==> config.mk <==
export PLATFORM = sky130hd
export DESIGN_NAME = seg7_scan_n
export DESIGN_NICKNAME = d
export VERILOG_FILES = /design/src/rtl/seg7_pkg.sv /design/src/rtl/seg7_decode.sv /design/src/rtl/seg7_scan_n.sv
export SDC_FILE = /design/constraint.sdc
export NUM_CORES = 1
export LEC_CHECK = 0
export CAP_MARGIN = 20
export CORE_MARGIN = 2
export CORE_UTILIZATION = 50
export DETAILED_ROUTE_END_ITERATION = 10
export PLACE_DENSITY = 0.82
export SLEW_MARGIN = 25
export SYNTH_ARGS = -nofsm -noshare
export SYNTH_HDL_FRONTEND = slang
export SYNTH_HIERARCHICAL = 1
export SYNTH_SLANG_ARGS = --single-unit
==> constraint.sdc <==
create_clock -name clk -period 2.7 [get_ports clk]
set_input_delay 0.81 -clock clk [delete_from_list [all_inputs] [get_ports clk]]
set_output_delay 0.81 -clock clk [all_outputs]
set_load 0.01 [all_outputs]
==> src/rtl/seg7_pkg.sv <==
`default_nettype none
// ============================================================================
// Module   : seg7_pkg
// Purpose  : Shared segment patterns (gfedcba, active-low) and special digit
//            codes for the multiplexed 7-segment display driver.
// Revision : 1.0 - initial release
// ============================================================================
package seg7_pkg;

    localparam logic [6:0] SEG_0     = 7'b1000000;
    localparam logic [6:0] SEG_1     = 7'b1111001;
    localparam logic [6:0] SEG_2     = 7'b0100100;
    localparam logic [6:0] SEG_3     = 7'b0110000;
    localparam logic [6:0] SEG_4     = 7'b0011001;
    localparam logic [6:0] SEG_5     = 7'b0010010;
    localparam logic [6:0] SEG_6     = 7'b0000010;
    localparam logic [6:0] SEG_7     = 7'b1111000;
    localparam logic [6:0] SEG_8     = 7'b0000000;
    localparam logic [6:0] SEG_9     = 7'b0010000;
    localparam logic [6:0] SEG_DASH  = 7'b0111111;
    localparam logic [6:0] SEG_BLANK = 7'b1111111;
    localparam logic [6:0] SEG_UNDER = 7'b1110111;
    localparam logic [6:0] SEG_ALL   = 7'b0000000;

    localparam logic [3:0] CODE_DASH  = 4'hA;
    localparam logic [3:0] CODE_BLANK = 4'hB;
    localparam logic [3:0] CODE_UNDER = 4'hC;

endpackage
`default_nettype wire

==> src/rtl/seg7_decode.sv <==
`default_nettype none
// ============================================================================
// Module   : seg7_decode
// Purpose  : Combinational nibble to active-low gfedcba segment decoder.
//            0..9 are digits, A/B/C are dash/blank/underscore, D..F all-on.
// Revision : 1.0 - initial release
// ============================================================================
module seg7_decode
    import seg7_pkg::*;
(
    input  logic [3:0] nib,
    output logic [6:0] seg
);

    // Map each code to its segment pattern; unused codes light everything.
    always_comb begin
        seg = SEG_ALL;
        case (nib)
            4'h0:       seg = SEG_0;
            4'h1:       seg = SEG_1;
            4'h2:       seg = SEG_2;
            4'h3:       seg = SEG_3;
            4'h4:       seg = SEG_4;
            4'h5:       seg = SEG_5;
            4'h6:       seg = SEG_6;
            4'h7:       seg = SEG_7;
            4'h8:       seg = SEG_8;
            4'h9:       seg = SEG_9;
            CODE_DASH:  seg = SEG_DASH;
            CODE_BLANK: seg = SEG_BLANK;
            CODE_UNDER: seg = SEG_UNDER;
            default:    seg = SEG_ALL;
        endcase
    end

endmodule
`default_nettype wire

==> src/rtl/seg7_scan_n.sv <==
`default_nettype none
// ============================================================================
// Module   : seg7_scan_n
// Purpose  : Time-multiplexed common-anode 7-segment driver for DIGITS digits
//            with decimal-point mask, leading-zero suppression and a one-cycle
//            dark guard on every digit change. All outputs are registered.
//            Optional build macro SEG7_PWM_EN gates the anode with a 16-step
//            brightness PWM driven by the bright input.
// Revision : 1.0 - initial release
// ============================================================================
module seg7_scan_n
    import seg7_pkg::*;
#(
    parameter int DIGITS   = 4,
    parameter int SCAN_DIV = 262144
) (
    input  logic                  clk,
    input  logic                  clr,
    input  logic [4*DIGITS-1:0]   x,
    input  logic [DIGITS-1:0]     dp_mask,
    input  logic                  blank_lz,
    input  logic [3:0]            bright,
    output logic [6:0]            a_to_g,
    output logic [DIGITS-1:0]     an,
    output logic                  dp
);

    localparam int              CW         = $clog2(SCAN_DIV);
    localparam int              IW         = $clog2(DIGITS);
    localparam logic [CW-1:0]   c_div_last = CW'(SCAN_DIV - 1);
    localparam logic [IW-1:0]   c_idx_last = IW'(DIGITS - 1);

    logic [CW-1:0]     r_div_cnt;
    logic [CW-1:0]     w_div_nxt;
    logic              w_adv;
    logic [IW-1:0]     r_idx;
    logic [IW-1:0]     w_idx_nxt;
    logic              r_scan_on;
    logic [DIGITS-1:0] w_hi_zero;
    logic [3:0]        w_nib;
    logic [6:0]        w_seg;
    logic              w_supp;
    logic              w_dp_on;
    logic [DIGITS-1:0] w_an_sel;
    logic [DIGITS-1:0] w_an_nxt;

    assign w_adv     = (r_div_cnt == c_div_last);
    assign w_div_nxt = w_adv ? '0 : r_div_cnt + 1'b1;
    assign w_idx_nxt = (r_idx == c_idx_last) ? '0 : r_idx + 1'b1;
    assign w_nib     = x[{w_idx_nxt, 2'b00} +: 4];

    // w_hi_zero[i] is set when digit i and every digit to its left are zero.
    for (genvar gi = 0; gi < DIGITS; gi++) begin : g_hz
        assign w_hi_zero[gi] = ~|x[4*DIGITS-1:4*gi];
    end

    // Digit 0 always shows, so a value of zero still reads "0".
    assign w_supp   = blank_lz & (w_idx_nxt != '0) & w_hi_zero[w_idx_nxt];
    assign w_dp_on  = dp_mask[w_idx_nxt] & ~w_supp;
    assign w_an_sel = ~(DIGITS'(1) << r_idx);

    seg7_decode u_decode (
        .nib (w_nib),
        .seg (w_seg)
    );

    // Next anode value: dark on the advance edge (guard), the selected digit
    // afterwards once scanning has started; optionally PWM-gated.
    always_comb begin
        w_an_nxt = '1;
        if (!w_adv && r_scan_on) begin
`ifdef SEG7_PWM_EN
            if (w_div_nxt[3:0] <= bright) begin
                w_an_nxt = w_an_sel;
            end
`else
            w_an_nxt = w_an_sel;
`endif
        end
    end

`ifndef SEG7_PWM_EN
    logic w_unused_bright;
    assign w_unused_bright = ^bright;
`endif

    // Scan timebase and digit index; nothing lights before the first advance.
    always_ff @(posedge clk or posedge clr) begin
        if (clr) begin
            r_div_cnt <= '0;
            r_idx     <= '0;
            r_scan_on <= 1'b0;
        end else begin
            r_div_cnt <= w_div_nxt;
            if (w_adv) begin
                r_idx     <= w_idx_nxt;
                r_scan_on <= 1'b1;
            end
        end
    end

    // Output registers: segments/dp load only at an advance, anode every cycle.
    always_ff @(posedge clk or posedge clr) begin
        if (clr) begin
            a_to_g <= SEG_BLANK;
            dp     <= 1'b1;
            an     <= '1;
        end else begin
            if (w_adv) begin
                a_to_g <= w_supp ? SEG_BLANK : w_seg;
                dp     <= ~w_dp_on;
            end
            an <= w_an_nxt;
        end
    end

endmodule
`default_nettype wire

---- Yosys cells after proc, flatten, opt, wreduce, memory -nomap -nowiden ----
Memories as Yosys holds them, arrays and structs flattened.
Cells that the tools add are included.
word-level totals
  RAM bits ................................ 0
  input port bits ......................... 27
  ROM bits ................................ 112
  output and inout bits ................... 12
  bits in latches ......................... 0
  flip-flop bits (word level) ............. 33
  memories kept ........................... 1
  logic and storage cells ................. 39
memory list
  memory            words  width  rd ports  clocked after Yosys merged registers in  write ports  RTL line           RTL
  (name not given)  16     7      1         0                                        0            seg7_decode.sv:18  case (nib)
cells by class
  bitwise logic cells ..................... 6
  shifts and indexed selects .............. 2
  multiply operators ...................... 0
  muxes and demuxes ....................... 8
  eq/ne operators ......................... 2
  reduce and logical (&&, ||, !) cells .... 11
  div/mod/pow operators ................... 0
  order comparisons ....................... 1
  add/subtract/negate cells ............... 2
operators with widths
  operator                                                                       number
  18-bit by 1-bit adder with 18-bit output (second input constant)               1
  18-bit == test (second input constant)                                         1
  18-bit 2-to-1 mux                                                              1
  16-bit OR reduction                                                            1
  16-bit by 5-bit indexed part select with 4-bit output                          1
  12-bit OR reduction                                                            1
  8-bit OR reduction                                                             1
  7-bit 2-to-1 mux                                                               1
  1-bit zero test                                                                5
  1-bit binary-select mux with 2-bit select                                      2
  4-bit 2-to-1 mux                                                               1
  4-bit inverter                                                                 1
  4-bit OR reduction                                                             1
  1-bit by 2-bit << shifter with 4-bit output (first input constant)             1
  1-bit bitwise AND                                                              3
  2-bit by 3-bit less-than comparator with 1-bit output (second input constant)  1
  2-bit by 1-bit adder with 2-bit output (second input constant)                 1
  2-bit == test (second input constant)                                          1
  1-bit 2-to-1 mux                                                               2
  2-bit 2-to-1 mux                                                               1
  1-bit inverter                                                                 2
  2-bit nonzero test                                                             1
  1-bit logical AND                                                              1

---- Longest topological paths before layout ----
Gate-level depths: netlist of the first run.
  depth in word-level cells ............... 8
  mapped depth ............................ 11
  mapped depth without buffers ............ 10

---- By module ----
The synthesis of the first run kept the hierarchy.
by module, submodules not included
  module       area an instance (um^2)  instances  cells each  seq. area each (um^2)
  seg7_scan_n  1655.3                   1          152         840.8
  seg7_decode  242.7                    1          35          0.0

---- Worst setup path before layout of the first run ----
No wires, ideal clock.
  kind .................................... reg-to-reg
  from .................................... register r_idx[0]
  to ...................................... register a_to_g[1]
  arrival ................................. 2.377 ns
  clock period less this slack ............ 2.475 ns
  slack ................................... 0.225 ns
  setup time .............................. 0.098 ns
  buffers on the path ..................... 0
  data required time ...................... 2.602 ns
  stages on the path, launching flop included .. 11
  cell sequence ........................... dfrtp_1 > ha_1 > nor2_2 > mux4_2 > inv_1 > ha_1 > and2b_1 > o21ai_0 > o21ai_0 > inv_1 > a31oi_1
between the ends
  elaborated cells between the ends (all ways) .. 11
  those cells by class .................... add/sub: 1; eq/ne: 1; shift: 1; mux: 4; bitwise: 2; reduce/logical: 1; memory: 1
RTL lines
  what                                                                     RTL line            RTL
  from (decl)                                                              seg7_scan_n.sv:36   logic [IW-1:0] r_idx;
  from (signal assigned)                                                   seg7_scan_n.sv:96   r_idx <= w_idx_nxt;
  2-bit by 1-bit adder with 2-bit output or 2-bit == test (tied branches)  seg7_scan_n.sv:49   assign w_idx_nxt = (r_idx == c_idx_last) ? '0 : r_idx + 1'b1;
  2-bit 2-to-1 mux (*)                                                     seg7_scan_n.sv:49
  16-bit by 5-bit indexed part select with 4-bit output (*)                seg7_scan_n.sv:50   assign w_nib = x[{w_idx_nxt, 2'b00} +: 4];
  named net w_nib[1]                                                       seg7_scan_n.sv:40   logic [3:0] w_nib;
  memory read 16 x 7 bit (*)                                               --
  named net w_seg[1]                                                       seg7_scan_n.sv:41   logic [6:0] w_seg;
  7-bit 2-to-1 mux (*)                                                     seg7_scan_n.sv:110  a_to_g <= w_supp ? SEG_BLANK : w_seg;
  to (signal assigned)                                                     seg7_scan_n.sv:110
  to (decl)                                                                seg7_scan_n.sv:23   output logic [6:0] a_to_g,
The timed path passes the listed nets; every way through them passes the cells marked *. The select of a mux whose other input is x is not followed.
A chain may end at the register's enable or synchronous reset.

---- Worst setup path in the final report of the first run ----
  from .................................... register r_idx[0]
  to ...................................... register a_to_g[4]
Same word-level chain as after synthesis.

==> impl_metrics.ini, run 1 <==
[outcome]
status = complete, no violations

[die]
fp.dieW_um = 65.6
io_pins = 39
initial_core_util_pct = 51.8
dieHeight_um = 65.6
fp.dieArea_um2 = 4300
rows = 22
core_area_um2 = 3660

[sta]
drv_slew = 0
fin_crit_sh_pct = 91.6
tns_ns = 0
relSlewSlack_pct = 57.5
fmax_mhz = 404
hold_viol = 0
period_minus_slack_ns = 2.47
max_slew.worst_pin.slew_ns = 0.637
setup_viol = 0
rsz0062_at_grt = false
finalClockSkew_ns = 0.0107

[routing]
ant_nets = 0
viasPerCell = 5.47
wl_um = 3860
drcViolationCount = 0
vias = 1547
drtPass1Iterations = 4
drtIter0Drc = 31
avgRoutedWirePerCell_um = 13.6

[cells_and_area]
antennaDiodeCount = 0
drive_gt1_share_pct = 20.0
nFillCells = 279
area_growth_pct = 29.9
nets = 271
utilization_pct = 67.3
final_area_um2 = 2460

[synthesis]
syn_area_um2 = 1900
synth_area_per_cell_um2 = 10.2
syn_inst = 187
ys_warn_count = 6
ys_async_sr_fraction_pct = 100
ys_types = 44
yosys-top-cells-area = dfrtp_1 (28%), dfstp_2 (17%), ha_1 (6.6%), mux4_2 (5.9%), xor2_1 (3.7%)
synth_edf_count = 0
synth_seq_area_share_pct = 44.3
syn-num-nets = 224
synth-seq-cells = 33
synth.largest_area_cell = dfrtp_1
synth_top_area_share_pct = 27.7
synthFlopType = dfrtp_1

[min_path]
min_to = r_div_cnt[12]
min_path_cells = 1
hp-start = r_div_cnt[12]
hp-class = reg2reg

[clocking]
cts_root_buffer = clkbuf_8
cts_setup_buffers = 0
clkLatencyLatePin_ns = 0.29
cts_inserted_buffers = 5
cts.repair.resized = 0
cts_tree = done
htree_levels = 2
clockBufferDepth = 2
ctsHoldBuffers = 0
cts_num_sinks = 33
clk_pin_slew_worst_paths_ns = 0.07

[place]
routabilityCongestion = 0.812
place_area_um2 = 2350
dp_hpwl_um = 2790
port_buffers = 34

[global_route]
antenna_found_initial = 0
track_usage_pct = 20.2
grt_pass1_wl_um = 6590
grt_overflow_total = 0
grt_max_degree = 34
first_global_vias = 1514

[power]
p_leak_nw = 1.07
peakVddDrop_mv = 0.419
power.total_w = 0.00107
power_density_nw_per_um2 = 433

[worst_setup_path]
timing.rr.start = r_idx[0]
cp_data_arrival_time_ns = 2.68
start_kind = flip-flop
cp_max_fo = 4
worstSetupPathType = reg2reg
cp-startpoint = r_idx[0]
worst-r2r-setup-slack_ns = 0.23
rr_endpoint = a_to_g[4]
reg2reg_depth = 10
worstPathRequired_ns = 2.91
worstSetupEndpointType = flip-flop

[run]
drv_cap = 0
-- placed cells by master, fill, tap and decap left out, types with 2 or more instances in the layout --
cell / synthesis / routed
clkdlybuf4s50_1: 0 / 34
dfrtp_1: 21 / 21
inv_1: 14 / 14
a21oi_1: 13 / 13
buf_4: 1 / 13
nand3_1: 12 / 12
dfstp_2: 12 / 12
nand2_1: 11 / 11
nor2_1: 11 / 11
ha_1: 10 / 10
a31oi_1: 8 / 8
o21ai_0: 8 / 8
xor2_1: 8 / 8
clkbuf_8: 0 / 6
mux4_2: 5 / 5
and3_1: 4 / 4
and2_1: 4 / 4
xnor2_1: 4 / 4
nor4_1: 3 / 3
o21a_1: 3 / 3
o21ai_1: 3 / 3
or3_1: 2 / 2
nor3_1: 2 / 2
nand4_1: 2 / 2
and2b_1: 2 / 2
o21ai_2: 2 / 2
-- final cells by class --
class                           count  area (um^2)  share of cell area (%)
Clock buffer                        7         86.3                    3.50
Clock inverter                      1         30.0                    1.22
Inverter                           14         52.6                    2.13
Multi-Input combinational cell    133          957                    38.8
Sequential cell                    33          841                    34.1
Tap cell                           48         60.1                    2.44
Timing Repair Buffer               47          438                    17.8
-- how the worst max path moves through the flow --
stage | end | slack [ns]
finish | a_to_g[4] | 0.23
global route | a_to_g[1] | 0.05
CTS | a_to_g[4] | 0.23
detailed placement | a_to_g[4] | -0.03
global placement | a_to_g[4] | -0.03
floorplan | a_to_g[1] | 0.22
-- kinds of logic after synthesis --
logic type,Yosys count,share of synthesized area (%)
XOR/XNOR,12,5.54
flip-flops,33,44.3
adder cells (fa/ha/maj),10,6.59
AO/OA/AOI/OAI,43,13.9
multiplexers,6,6.46
buffers and inverters,21,5.27
AND/OR/NAND/NOR,62,17.9
-- power by group --
group | switching, W | total [W] | internal [W]
clock network | 0.000176 | 0.000476 | 0.000301
logic | 0.0000410 | 0.0000958 | 0.0000548
registers | 0 | 0.000495 | 0.000495
-- critical path: stages, from the launching register on --
cell and delay, ns:
dfrtp_1 0.42, ha_1 0.26, nor2_2 0.22, mux4_2 0.59, inv_1 0.12, ha_1 0.17
and2_1 0.21, o21ai_0 0.10, o21ai_0 0.10, inv_1 0.06, a31oi_1 0.13
-- metrics by stage --
stage                     worst slack [ns]  instances  hold WS (ns)
final                                0.226        283         0.473
after global placement             -0.0342        275         0.442
after floorplan                      0.225        187         0.422
after global routing                0.0491        283         0.479
after detailed placement           -0.0303        275         0.458
after CTS                            0.229        283         0.468
-- cell usage after synthesis, drive strengths merged (2+ instances only) --
cell	count
a21oi	14
a31oi	8
and2	4
and2b	2
and3	4
buf	4
clkbuf	3
dfrtp	21
dfstp	12
ha	10
inv	14
mux4	5
nand2	12
nand3	12
nand4	3
nor2	12
nor3	2
nor4	4
o21a	3
o21ai	13
or3	2
xnor2	4
xor2	8
-- registers in the layout, summed over array words and instances (netlist names) --
name and flops:
r_div_cnt 18, a_to_g 7, r_scan_on 1, dp 1, an 4, r_idx 2
-- per-layer routing --
layer	vias up	global-route usage (%)	share of wire (%)
met4	0	6.77	0.80
met1	747	23.8	44
met3	4	6.16	5.2
li1	753	-	-
met5	-	0	0
met2	43	34.9	50
Note: power is estimated with default switching activity, not from simulation.
==> run 2: changes to the inputs <==
Settings changed: PLACE_DENSITY 0.82 to 0.83, SYNTH_HIERARCHICAL 1 to not set.
==> impl_metrics.ini, run 2 <==
[outcome]
status = complete, no violations

[clocking]
clkLatencyLatePin_ns = 0.32
cts_setup_buffers = 0
ctsHoldBuffers = 0
cts_tree = done
cts.repair.resized = 0
clockBufferDepth = 2
cts_num_sinks = 33
cts_inserted_buffers = 5
cts_root_buffer = clkbuf_4
htree_levels = 2
clk_pin_slew_worst_paths_ns = 0.09

[synthesis]
synth_edf_count = 0
ys_top_cells_by_count = dfrtp_1 (21), nor2_1 (19), dfstp_2 (12), nand2_1 (12), nand3_1 (12)
ys_warn_count = 0
syn_area_um2 = 1790
synthFlopType = dfrtp_1
syn_inst = 169
synth_top_area_share_pct = 29.3
yosys-top-cells-area = dfrtp_1 (29%), dfstp_2 (18%), mux4_1 (4.4%), ha_1 (4.2%), nor2_1 (4.0%)
syn-num-nets = 202
synth_area_per_cell_um2 = 10.6
synth_seq_area_share_pct = 46.9
ys_async_sr_fraction_pct = 100
synth-seq-cells = 33
yosysMostFrequentCell = dfrtp_1
ys_types = 39
synth.largest_area_cell = dfrtp_1

[sta]
fin_crit_sh_pct = 88.8
period_minus_slack_ns = 2.40
fmax_mhz = 417
setup_viol = 0
finalClockSkew_ns = 0.00845
rsz0062_at_grt = false
max_slew.worst_pin.slew_ns = 0.683
tns_ns = 0
relSlewSlack_pct = 54.0
hold_viol = 0
drv_slew = 0

[routing]
viasPerCell = 5.53
drtPass1Iterations = 4
drcViolationCount = 0
ant_nets = 0
vias = 1420
wl_um = 3650
drtIter0Drc = 89
avgRoutedWirePerCell_um = 14.2

[worst_setup_path]
cp_max_fo = 7
worstSetupEndpointType = flip-flop
cpLargestDelayFamily = simple AND/OR/NAND/NOR gates
start_kind = flip-flop
critPathBufInv = 0
slowest_stage = mux4_1
cp_data_arrival_time_ns = 2.66
slowest_delay_ns = 0.71
crit_chain = ha_1, nor2_2, mux4_1, or4b_1, nand2_1, o32a_2
worstPathRequired_ns = 2.96
worstSetupPathType = reg2reg

[cells_and_area]
nets = 243
reg_top3 = r_div_cnt: 18 flops, a_to_g: 7 flops, an: 4 flops
area_growth_pct = 24.3
nFillCells = 249
regMostFlops = r_div_cnt
stdcell_count = 257
utilization_pct = 65.8
drive_gt1_share_pct = 15.2
largest_reg_flops = 18
mostFrequentLayoutCells = clkdlybuf4s50_1 (34), dfrtp_1 (21), nor2_1 (19)
final_common_cell = clkdlybuf4s50_1
antennaDiodeCount = 0

[global_route]
track_usage_pct = 20.0
grt_overflow_total = 0
antenna_found_initial = 0
first_global_vias = 1436
grt_pass1_wl_um = 6330
grt_max_degree = 34

[die]
io_pins = 39
initial_core_util_pct = 52.9
core_area_um2 = 3390
fp.dieArea_um2 = 4080
rows = 21
dieHeight_um = 63.9
fp.dieW_um = 63.9

[power]
power_switching_w = 0.000178
p_leak_nw = 0.923
power_frac_comb_pct = 10.0
clkPwrFrac_pct = 30.0
power.internal_w = 0.000647
sw_frac_of_total_pct = 21.6
power_density_nw_per_um2 = 370
peakVddDrop_mv = 0.234
seqPwrFrac_pct = 60.0

[place]
dp_hpwl_um = 2800
port_buffers = 34
placed_cells = 249
routabilityCongestion = 0.916

[min_path]
hp-class = reg2reg

[run]
drv_cap = 0
## run 2: power by group through the flow
stage                     Sequential, W  Combinational (W)  Clock, W
after detailed placement       0.000504          0.0000823         0
after global placement         0.000504          0.0000788         0
after global routing           0.000495          0.0000909  0.000277
final                          0.000495          0.0000826  0.000247
after floorplan                0.000504          0.0000381         0
after CTS                      0.000495          0.0000827  0.000259
## run 2: metal layers
metal | up-vias | global-route usage, % | part of all wire (%)
met5 | - | 0 | 0
met4 | 0 | 9.24 | 2.7
li1 | 680 | - | -
met3 | 13 | 4.93 | 4.8
met2 | 46 | 32.0 | 49
met1 | 681 | 25.4 | 43
## run 2: cell type report
| type | count | area, um^2 | share of cell area (%) |
|---|---|---|---|
| clock buffer | 8 | 48.8 | 2.19 |
| inverter | 6 | 22.5 | 1.01 |
| multi-input combinational | 123 | 868 | 38.9 |
| sequential | 33 | 841 | 37.7 |
| tap | 46 | 57.6 | 2.58 |
| timing repair buffer | 41 | 393 | 17.6 |
## run 2: cell families after synthesis
group                    after synthesis  synth area share (%)
AO/OA/AOI/OAI                         22                  7.95
XOR/XNOR                              15                  7.32
adder cells (fa/ha/maj)                6                  4.18
buffers and inverters                 13                  4.74
flip-flops                            33                  46.9
multiplexers                           5                  6.90
AND/OR/NAND/NOR                       75                  22.0
## run 2: through the flow
step / hold slack, ns / cell area [um^2] / total power, W / setup WS, ns
after detailed placement: 0.459 / 2180 / 0.000586 / 0.0273
after CTS: 0.477 / 2230 / 0.000836 / 0.301
after global routing: 0.483 / 2230 / 0.000863 / 0.146
after global placement: 0.454 / 2180 / 0.000583 / 0.0717
final: 0.477 / 2230 / 0.000825 / 0.301
after floorplan: 0.439 / 1790 / 0.000542 / 0.346
## run 2: worst register-to-register path: stages, from the launching register on
cell and delay, ns:
dfrtp_1 0.42, ha_1 0.26, nor2_2 0.21, mux4_1 0.71
or4b_1 0.50, nand2_1 0.09, o32a_2 0.16
## run 2: worst paths after layout
| kind | slack, ns | endpoint | startpoint | depth (start not counted) |
|---|---|---|---|---|
| max reg2reg | 0.30 | a_to_g[3] | r_idx[0] | 6 |
| max in group asynchronous | 1.49 | an[2] | clr | 3 |
| min reg2reg | 0.48 | r_div_cnt[10] | r_div_cnt[10] | 1 |
| min in group asynchronous | 0.87 | r_div_cnt[12] | clr | 3 |
| max | 0.30 | a_to_g[3] | r_idx[0] | 6 |
| min | 0.48 | r_div_cnt[10] | r_div_cnt[10] | 1 |
